`config.mk`:
```
export PLATFORM = sky130hd
export DESIGN_NAME = tf_fifo_ctrl
export DESIGN_NICKNAME = d
export VERILOG_FILES = /design/src/rtl/tf_fifo_ctrl.sv
export SDC_FILE = /design/constraint.sdc
export NUM_CORES = 1
export LEC_CHECK = 0
export ABC_AREA = 1
export BUFFER_PORTS_ARGS = -buffer_cell sky130_fd_sc_hd__buf_2
export CORE_AREA = 2 2 105 107
export DETAILED_ROUTE_END_ITERATION = 6
export DIE_AREA = 0 0 107 109
export PLACE_DENSITY = 0.77
export SYNTH_ARGS = -nofsm -noshare
export SYNTH_HDL_FRONTEND = slang
export SYNTH_SLANG_ARGS = --single-unit
export TNS_END_PERCENT = 10
```
`constraint.sdc`:
```
create_clock -name clk -period 1.2 [get_ports clk]
set_input_delay 0.24 -clock clk [delete_from_list [all_inputs] [get_ports clk]]
set_output_delay 0.24 -clock clk [all_outputs]
set_load 0.01 [all_outputs]
```
`src/rtl/tf_fifo_ctrl.sv`:
```
// tf_fifo_ctrl: fills the twiddle FIFO from BRAM per stage, then feeds the butterfly.
// Define TF_FIFO_CTRL_ERR_EN to add a sticky err output.
module tf_fifo_ctrl #(
  parameter int FLOAT_LEN    = 32,
  parameter int TF_NUM       = 8,
  parameter int TF_ADDR_LEN  = 3,
  parameter int STAGE_NUM    = 4,
  parameter int STAGE_LEN    = 2,
  parameter int ROM_ADDR_LEN = 5
) (
  input  logic                    clk,
  input  logic                    rst,
  input  logic                    start,
  input  logic                    bfly_req,
  output logic                    rom_en,
  output logic [ROM_ADDR_LEN-1:0] rom_addr,
  input  logic [2*FLOAT_LEN-1:0]  rom_dout,
  output logic [2*FLOAT_LEN-1:0]  fifo_din,
  output logic                    fifo_wr_en,
  output logic                    fifo_rd_en,
  input  logic                    fifo_full,
  input  logic                    fifo_empty,
  input  logic [2*FLOAT_LEN-1:0]  fifo_dout,
  output logic [2*FLOAT_LEN-1:0]  tf_out,
  output logic                    tf_valid,
  output logic [STAGE_LEN-1:0]    stage,
  output logic                    busy,
  output logic                    done
`ifdef TF_FIFO_CTRL_ERR_EN
  ,
  output logic                    err
`endif
);

  localparam logic [2:0] S_IDLE  = 3'd0;
  localparam logic [2:0] S_FILL  = 3'd1;
  localparam logic [2:0] S_DRAIN = 3'd2;
  localparam logic [2:0] S_NEXT  = 3'd3;
  localparam logic [2:0] S_DONE  = 3'd4;

  localparam logic [TF_ADDR_LEN:0] CNT_MAX =
    (TF_ADDR_LEN+1)'(TF_NUM);
  localparam logic [STAGE_LEN-1:0] LAST_STAGE =
    STAGE_LEN'(STAGE_NUM-1);

  logic [2:0]               state;
  logic [2:0]               nxt;
  logic [TF_ADDR_LEN:0]     iss_cnt;
  logic [TF_ADDR_LEN:0]     wr_cnt;
  logic [TF_ADDR_LEN:0]     rd_cnt;
  logic                     wr_q;
  logic                     rd_q;
  logic [2*FLOAT_LEN-1:0]   tf_hold;
  logic                     wr_last;
  logic                     fill_entry;

  assign rom_en = (state == S_FILL)
               && (iss_cnt < CNT_MAX)
               && !fifo_full;
  assign rom_addr = {stage, iss_cnt[TF_ADDR_LEN-1:0]};

  assign fifo_wr_en = wr_q;
  assign fifo_din   = wr_q ? rom_dout : '0;

  assign fifo_rd_en = (state == S_DRAIN)
                   && bfly_req
                   && !fifo_empty
                   && (rd_cnt < CNT_MAX);

  // fifo_dout is only valid in the cycle after a pop
  assign tf_valid = rd_q;
  assign tf_out   = rd_q ? fifo_dout : tf_hold;

  assign busy = (state != S_IDLE);
  assign done = (state == S_DONE);

  assign wr_last    = wr_q && (wr_cnt == CNT_MAX - 1'b1);
  assign fill_entry = (state != S_FILL) && (nxt == S_FILL);

  always_comb begin
    nxt = state;
    unique case (1'b1)
      (state == S_IDLE):  if (start) nxt = S_FILL;
      (state == S_FILL):  if (wr_last) nxt = S_DRAIN;
      (state == S_DRAIN): if (rd_cnt == CNT_MAX) nxt = S_NEXT;
      (state == S_NEXT):
        nxt = (stage == LAST_STAGE) ? S_DONE : S_FILL;
      (state == S_DONE):  nxt = S_IDLE;
      default:            nxt = S_IDLE;
    endcase
  end

  always_ff @(posedge clk or negedge rst) begin
    if (!rst) begin
      state   <= S_IDLE;
      iss_cnt <= '0;
      wr_cnt  <= '0;
      rd_cnt  <= '0;
      wr_q    <= 1'b0;
      rd_q    <= 1'b0;
      tf_hold <= '0;
      stage   <= '0;
    end else begin
      state <= nxt;
      wr_q  <= rom_en;
      rd_q  <= fifo_rd_en;
      if (rd_q) tf_hold <= fifo_dout;
      if (fill_entry) begin
        iss_cnt <= '0;
        wr_cnt  <= '0;
        rd_cnt  <= '0;
      end else begin
        if (rom_en)     iss_cnt <= iss_cnt + 1'b1;
        if (wr_q)       wr_cnt  <= wr_cnt + 1'b1;
        if (fifo_rd_en) rd_cnt  <= rd_cnt + 1'b1;
      end
      if (state == S_IDLE && start)
        stage <= '0;
      else if (state == S_NEXT && stage != LAST_STAGE)
        stage <= stage + 1'b1;
    end
  end

`ifdef TF_FIFO_CTRL_ERR_EN
  logic err_hit;

  // an overfull write is still issued; it is only flagged
  assign err_hit = ((state == S_DRAIN) && bfly_req
                    && fifo_empty && (rd_cnt < CNT_MAX))
                || (wr_q && fifo_full);

  always_ff @(posedge clk or negedge rst) begin
    if (!rst)         err <= 1'b0;
    else if (err_hit) err <= 1'b1;
  end
`endif

endmodule

```
# After elaboration in Yosys (flattened, before gate mapping)
# Cells that the tools add are included.
[op_classes] add_sub_neg=4 eq_ne=10 magnitude_cmp=2 n_mul=0 muxes=15 n_bitwise=0 n_reduce_logical=17 n_div=0 shift=0
[op_table] cell="64-bit 2-to-1 mux" count=2
[op_table] cell="4-bit 2-to-1 mux" count=6
[op_table] cell="4-bit by 1-bit adder with 4-bit output, second input constant" count=3
[op_table] cell="3-bit 2-to-1 mux" count=4
[op_table] cell="3-bit case mux with 4 select lines" count=1
[op_table] cell="1-bit logical AND" count=9
[op_table] cell="4-bit < comparator, second input constant" count=2
[op_table] cell="2-bit nonzero test" count=4
[op_table] cell="3-bit by 1-bit equality test with 1-bit output, second input constant" count=2
[op_table] cell="3-bit by 2-bit equality test with 1-bit output, second input constant" count=2
[op_table] cell="4-bit by 3-bit equality test with 1-bit output, second input constant" count=1
[op_table] cell="4-bit equality test, second input constant" count=1
[op_table] cell="2-bit 2-to-1 mux" count=2
[op_table] cell="3-bit equality test, second input constant" count=1
[op_table] cell="3-bit zero test" count=1
[op_table] cell="3-bit by 1-bit inequality test with 1-bit output, second input constant" count=1
[op_table] cell="3-bit nonzero test" count=1
[op_table] cell="2-bit by 1-bit adder with 2-bit output, second input constant" count=1
[op_table] cell="2-bit equality test, second input constant" count=1
[op_table] cell="1-bit zero test" count=2
[op_table] cell="2-bit inequality test, second input constant" count=1
[totals] romBits=0 latch_bits=0 out_inout_bits=141 in_bits=134 ff_bits=83 ramBits=0 wordCells=56 n_memories=0

# Logic depth before layout (Yosys ltp)
[depth] word_depth=7 ltp_mapped=7 mapped_depth_nobuf=7

# Worst setup path before layout
# OpenSTA, ideal clock, no wires.
[synth_timing] kind="flip-flop to output port" from="reg rd_q, in the netlist tf_valid" to="out tf_out[0]" path_buffers=2 stages_incl_launch_ff=4 t_required_ps=960 path_slack_ps=-125 arrival_time_ps=1085 path_cell_list="dfrtp_1 > buf_4 > buf_6 > mux2_2"
[synth_between] elab_chain_cells=1
[synth_lines] element="start: declaration" line_no="52" text="logic rd_q;"
[synth_lines] element="start signal: assignment" line_no="106" text="rd_q <= fifo_rd_en;"
[synth_lines] element="64-bit 2-to-1 mux"
[synth_lines] element="end: declaration" line_no="24" text="output logic [2*FLOAT_LEN-1:0] tf_out,"
# No other way between the ends.

# Worst setup path after layout
[layout_timing] from="reg rd_q, in the netlist tf_valid" to="out tf_out[51]"
# Same word-level chain as after synthesis.

==> implementation parameters <==
Parameter                              Value

Outcome
  Run status    finished with violations
  Failing checks    setup timing

STA
  Highest clock rate    0.562 GHz
  Worst-case hold slack    0.139 ns
  Post-route fraction of the period consumed by the critical path    148%
  Unrepaired setup endpoints after global routing    yes
  Final critical path time including I/O delays and setup    1.78 ns
  Minimum setup slack in the final design    -0.579 ns
  Measured slew at the worst slew-check pin    0.415 ns
  Setup violations, final    147
  Number of slew-limit violations in the final report    0
  Number of endpoints with negative hold slack in the final report    0
  Worst max-slew margin expressed relative to the limit    72.3%
  Clk_skew    0.00895 ns

Cells and area
  Share of layout cells above drive strength 1    60.0%
  Post-route design area    0.00635 mm^2
  Filler cell count    876
  Area added between synthesis and finish    61.0%
  Layout Nets    822

Critical path
  Required time of the critical path    0.96 ns
  Launching element type of the critical path    register
  Worst-path cell with the longest stage delay    sky130_fd_sc_hd__dfrtp_2
  Reg2Reg Setup Slack    -0.07 ns
  Endpoint of the worst register-to-register path    tf_hold[3]
  Arrival time of data at the critical path endpoint    1.54 ns
  Critical path startpoint    tf_valid
  Worst flop-to-flop path startpoint    tf_valid
  Crit path capture type    output port
  Bufs and invs on worst path    3
  Cell chain of the critical path    buf_6 -> buf_8 -> mux2_2 -> buf_2
  Maximum fanout along the worst path    8
  Crit-path max cell delay    0.39 ns
  Top Family by Delay on Critical Path    buffers and inverters
  Critical path destination    tf_out[51]
  Length in cells of the worst reg-to-reg path    4
  Stages on the worst setup path    4
  Start-to-end type of the worst setup path    register to output port

Pwr
  Power Dens Cells    1660 mW/mm^2
  Max IR drop VDD    0.000786 V
  Leakage power figure    3.97 nW

Clocking
  H-tree level count    3
  Insertion delay to the later sink of the worst-skew pair    0.34 ns
  CTS clk-pin slew, worst paths    0.09 ns
  Cell at the root of the clock tree    sky130_fd_sc_hd__clkbuf_8
  CTS tree    yes
  Number of sinks driven by the clock tree    83
  Clock buffers created by TritonCTS    9
  Maximum clock insertion buffer count    2

Yosys
  Number of warning messages in the yosys log    0
  Per-instance average area after synthesis    10.3 um^2
  Commonest register cell after synthesis    sky130_fd_sc_hd__dfrtp_1
  Most area-consuming cells after synthesis    sky130_fd_sc_hd__dfrtp_1 (53%), sky130_fd_sc_hd__mux2_2 (18%), sky130_fd_sc_hd__nand2_1 (8.2%)
  Seq cells post-synth    83
  Async set or reset register ratio after synthesis    100%
  EDFF count, synth    0
  Post-Syn Instances    385
  Portion of the post-synthesis area used by sequential elements    52.6%
  Count of cell types in the netlist    28
  List of most frequent post-synthesis cells    sky130_fd_sc_hd__nand2_1 (86), sky130_fd_sc_hd__dfrtp_1 (83), sky130_fd_sc_hd__inv_1 (77)
  Post-Synthesis Cell Area    0.00395 mm^2
  Total nets after synthesis    524
  Most repeated cell in the gate-level netlist after synthesis    sky130_fd_sc_hd__nand2_1
  Post-synth top area share    52.6%
  Leading area contributor after synthesis    sky130_fd_sc_hd__dfrtp_1

Place
  Number of port buffers    274
  Post-placement setup slack    -0.196 ns
  Final RePlAce weighted congestion    0.770
  Placed Area    0.00558 mm^2
  Placed wire-length estimate after detailed placement    9.13 mm

Global route
  GRT Total Usage    18.3%
  Pin count of the biggest net entering global routing    51
  Wire length of the first global-routing pass    16.6 mm
  Grt total ovfl    0
  Initial antenna violation count    3
  Via count of the first global-routing pass    3,428

Worst hold path
  Hold Path Origin    fifo_dout[60]
  Tightest Hold Check Type    input port to register

Route
  Via total after detailed routing    3,662
  Violation count after the first detailed-route iteration    172
  WL per Instance    14.9 um
  Mean number of vias per cell    4.41
  Residual DRC    0
  Count of TritonRoute iterations in the first routing pass    5
  Post-detailed-route count of antenna-violating nets    0
  Detailed-route wire length    12.4 mm

Floorplanning
  Vertical die dimension    109 um
  Rows    38
  Overall die width    107 um
  Number of top-level pins    275
  Starting density of the core    37.2%
  Placeable core region    0.0106 mm^2
  Overall die area    0.0117 mm^2

Job
  Max-cap violations    0
[through the flow]
stage                     setup TNS, ns  std cells  power (W)  util, %
after detailed placement         -10.92        801    0.00769     52.6
after floorplan                   -8.21        385    0.00584        -
after global placement            -9.17        801    0.00751     52.6
after CTS                        -54.40        818     0.0103     56.6
after global routing             -65.54        828     0.0112     59.9
final                            -52.88        830     0.0105     59.9
[cell families (layout without fill, tap and decap cells)]
kind of cell	after synthesis	in the layout	synth area share, %
buffers and inverters	99	402	11.4
adder cells (fa/ha/maj)	5	5	1.58
AND/OR/NAND/NOR	124	124	14.2
other	0	2	0
AO/OA/AOI/OAI	4	4	0.570
XOR/XNOR	5	5	1.11
flip-flops	83	83	52.6
multiplexers	65	65	18.5
[layer usage]
layer | global-route usage, % | routed length, um | vias up | share of wire, %
met4 | 3.34 | 51 | 2 | 0.41
met1 | 23.1 | 5200 | 1767 | 42
li1 | - | - | 1774 | -
met3 | 6.69 | 746 | 6 | 6.0
met2 | 30.8 | 6370 | 113 | 51
met5 | 0 | 13 | - | 0.10
[timing repair]
| action | 4_1_cts | 5_1_grt |
|---|---|---|
| hold buffers | 1 | 0 |
| pin swaps | 1 | 1 |
| setup buffers | 0 | 3 |
| cloned | 0 | 7 |
| endpoints found under the setup margin | 150 | 168 |
| resized for setup | 35 | 50 |
| endpoints found under the hold margin | 83 | 0 |
[cell usage in the layout, fill, tap and decap left out, types with 4 or more instances in the layout]
master / n
sky130_fd_sc_hd__nand3_1: 12
sky130_fd_sc_hd__clkbuf_8: 9
sky130_fd_sc_hd__buf_6: 48
sky130_fd_sc_hd__inv_2: 7
sky130_fd_sc_hd__buf_12: 5
sky130_fd_sc_hd__dfrtp_1: 78
sky130_fd_sc_hd__mux2_2: 46
sky130_fd_sc_hd__ha_1: 5
sky130_fd_sc_hd__inv_1: 71
sky130_fd_sc_hd__buf_2: 234
sky130_fd_sc_hd__nor2_1: 7
sky130_fd_sc_hd__mux2_4: 18
sky130_fd_sc_hd__nand4_1: 4
sky130_fd_sc_hd__nand2_1: 85
sky130_fd_sc_hd__xor2_1: 4
sky130_fd_sc_hd__dfrtp_2: 5
sky130_fd_sc_hd__buf_4: 14
[flip-flops by register name, indices dropped and copies added, names as in the netlist]
register,cells
iss_cnt,4
tf_hold,64
rd_cnt,4
wr_cnt,4
state,3
tf_valid,1
stage,2
fifo_wr_en,1
[report_power, final]
part | total, W | internal, W | switching, W | leakage [nW]
combinational | 0.00463 | 0.00229 | 0.00234 | 2.76
sequential | 0.00362 | 0.00332 | 0.000299 | 1.10
clock | 0.00229 | 0.00121 | 0.00107 | 0.118
total | 0.0105 | 0.00683 | 0.00371 | 3.97
[area by class of cell]
type	count	area, um^2	share of cell area [%]
Timing Repair Buffer	307	2030	32.0
Clock buffer	9	124	1.95
Clock inverter	7	105	1.65
Sequential cell	83	2080	32.8
Multi-Input combinational cell	203	1530	24.0
Inverter	79	304	4.78
Tap cell	140	175	2.76
Antenna cell	2	5.00	0.0788
[worst min path at each step]
stage / end / cells past startpoint
floorplan: fifo_wr_en / 0
global placement: tf_hold[42] / 2
detailed placement: tf_hold[47] / 2
CTS: tf_hold[3] / 2
global route: tf_hold[4] / 2
finish: tf_hold[60] / 2
Power figures use the tool's default switching activity.
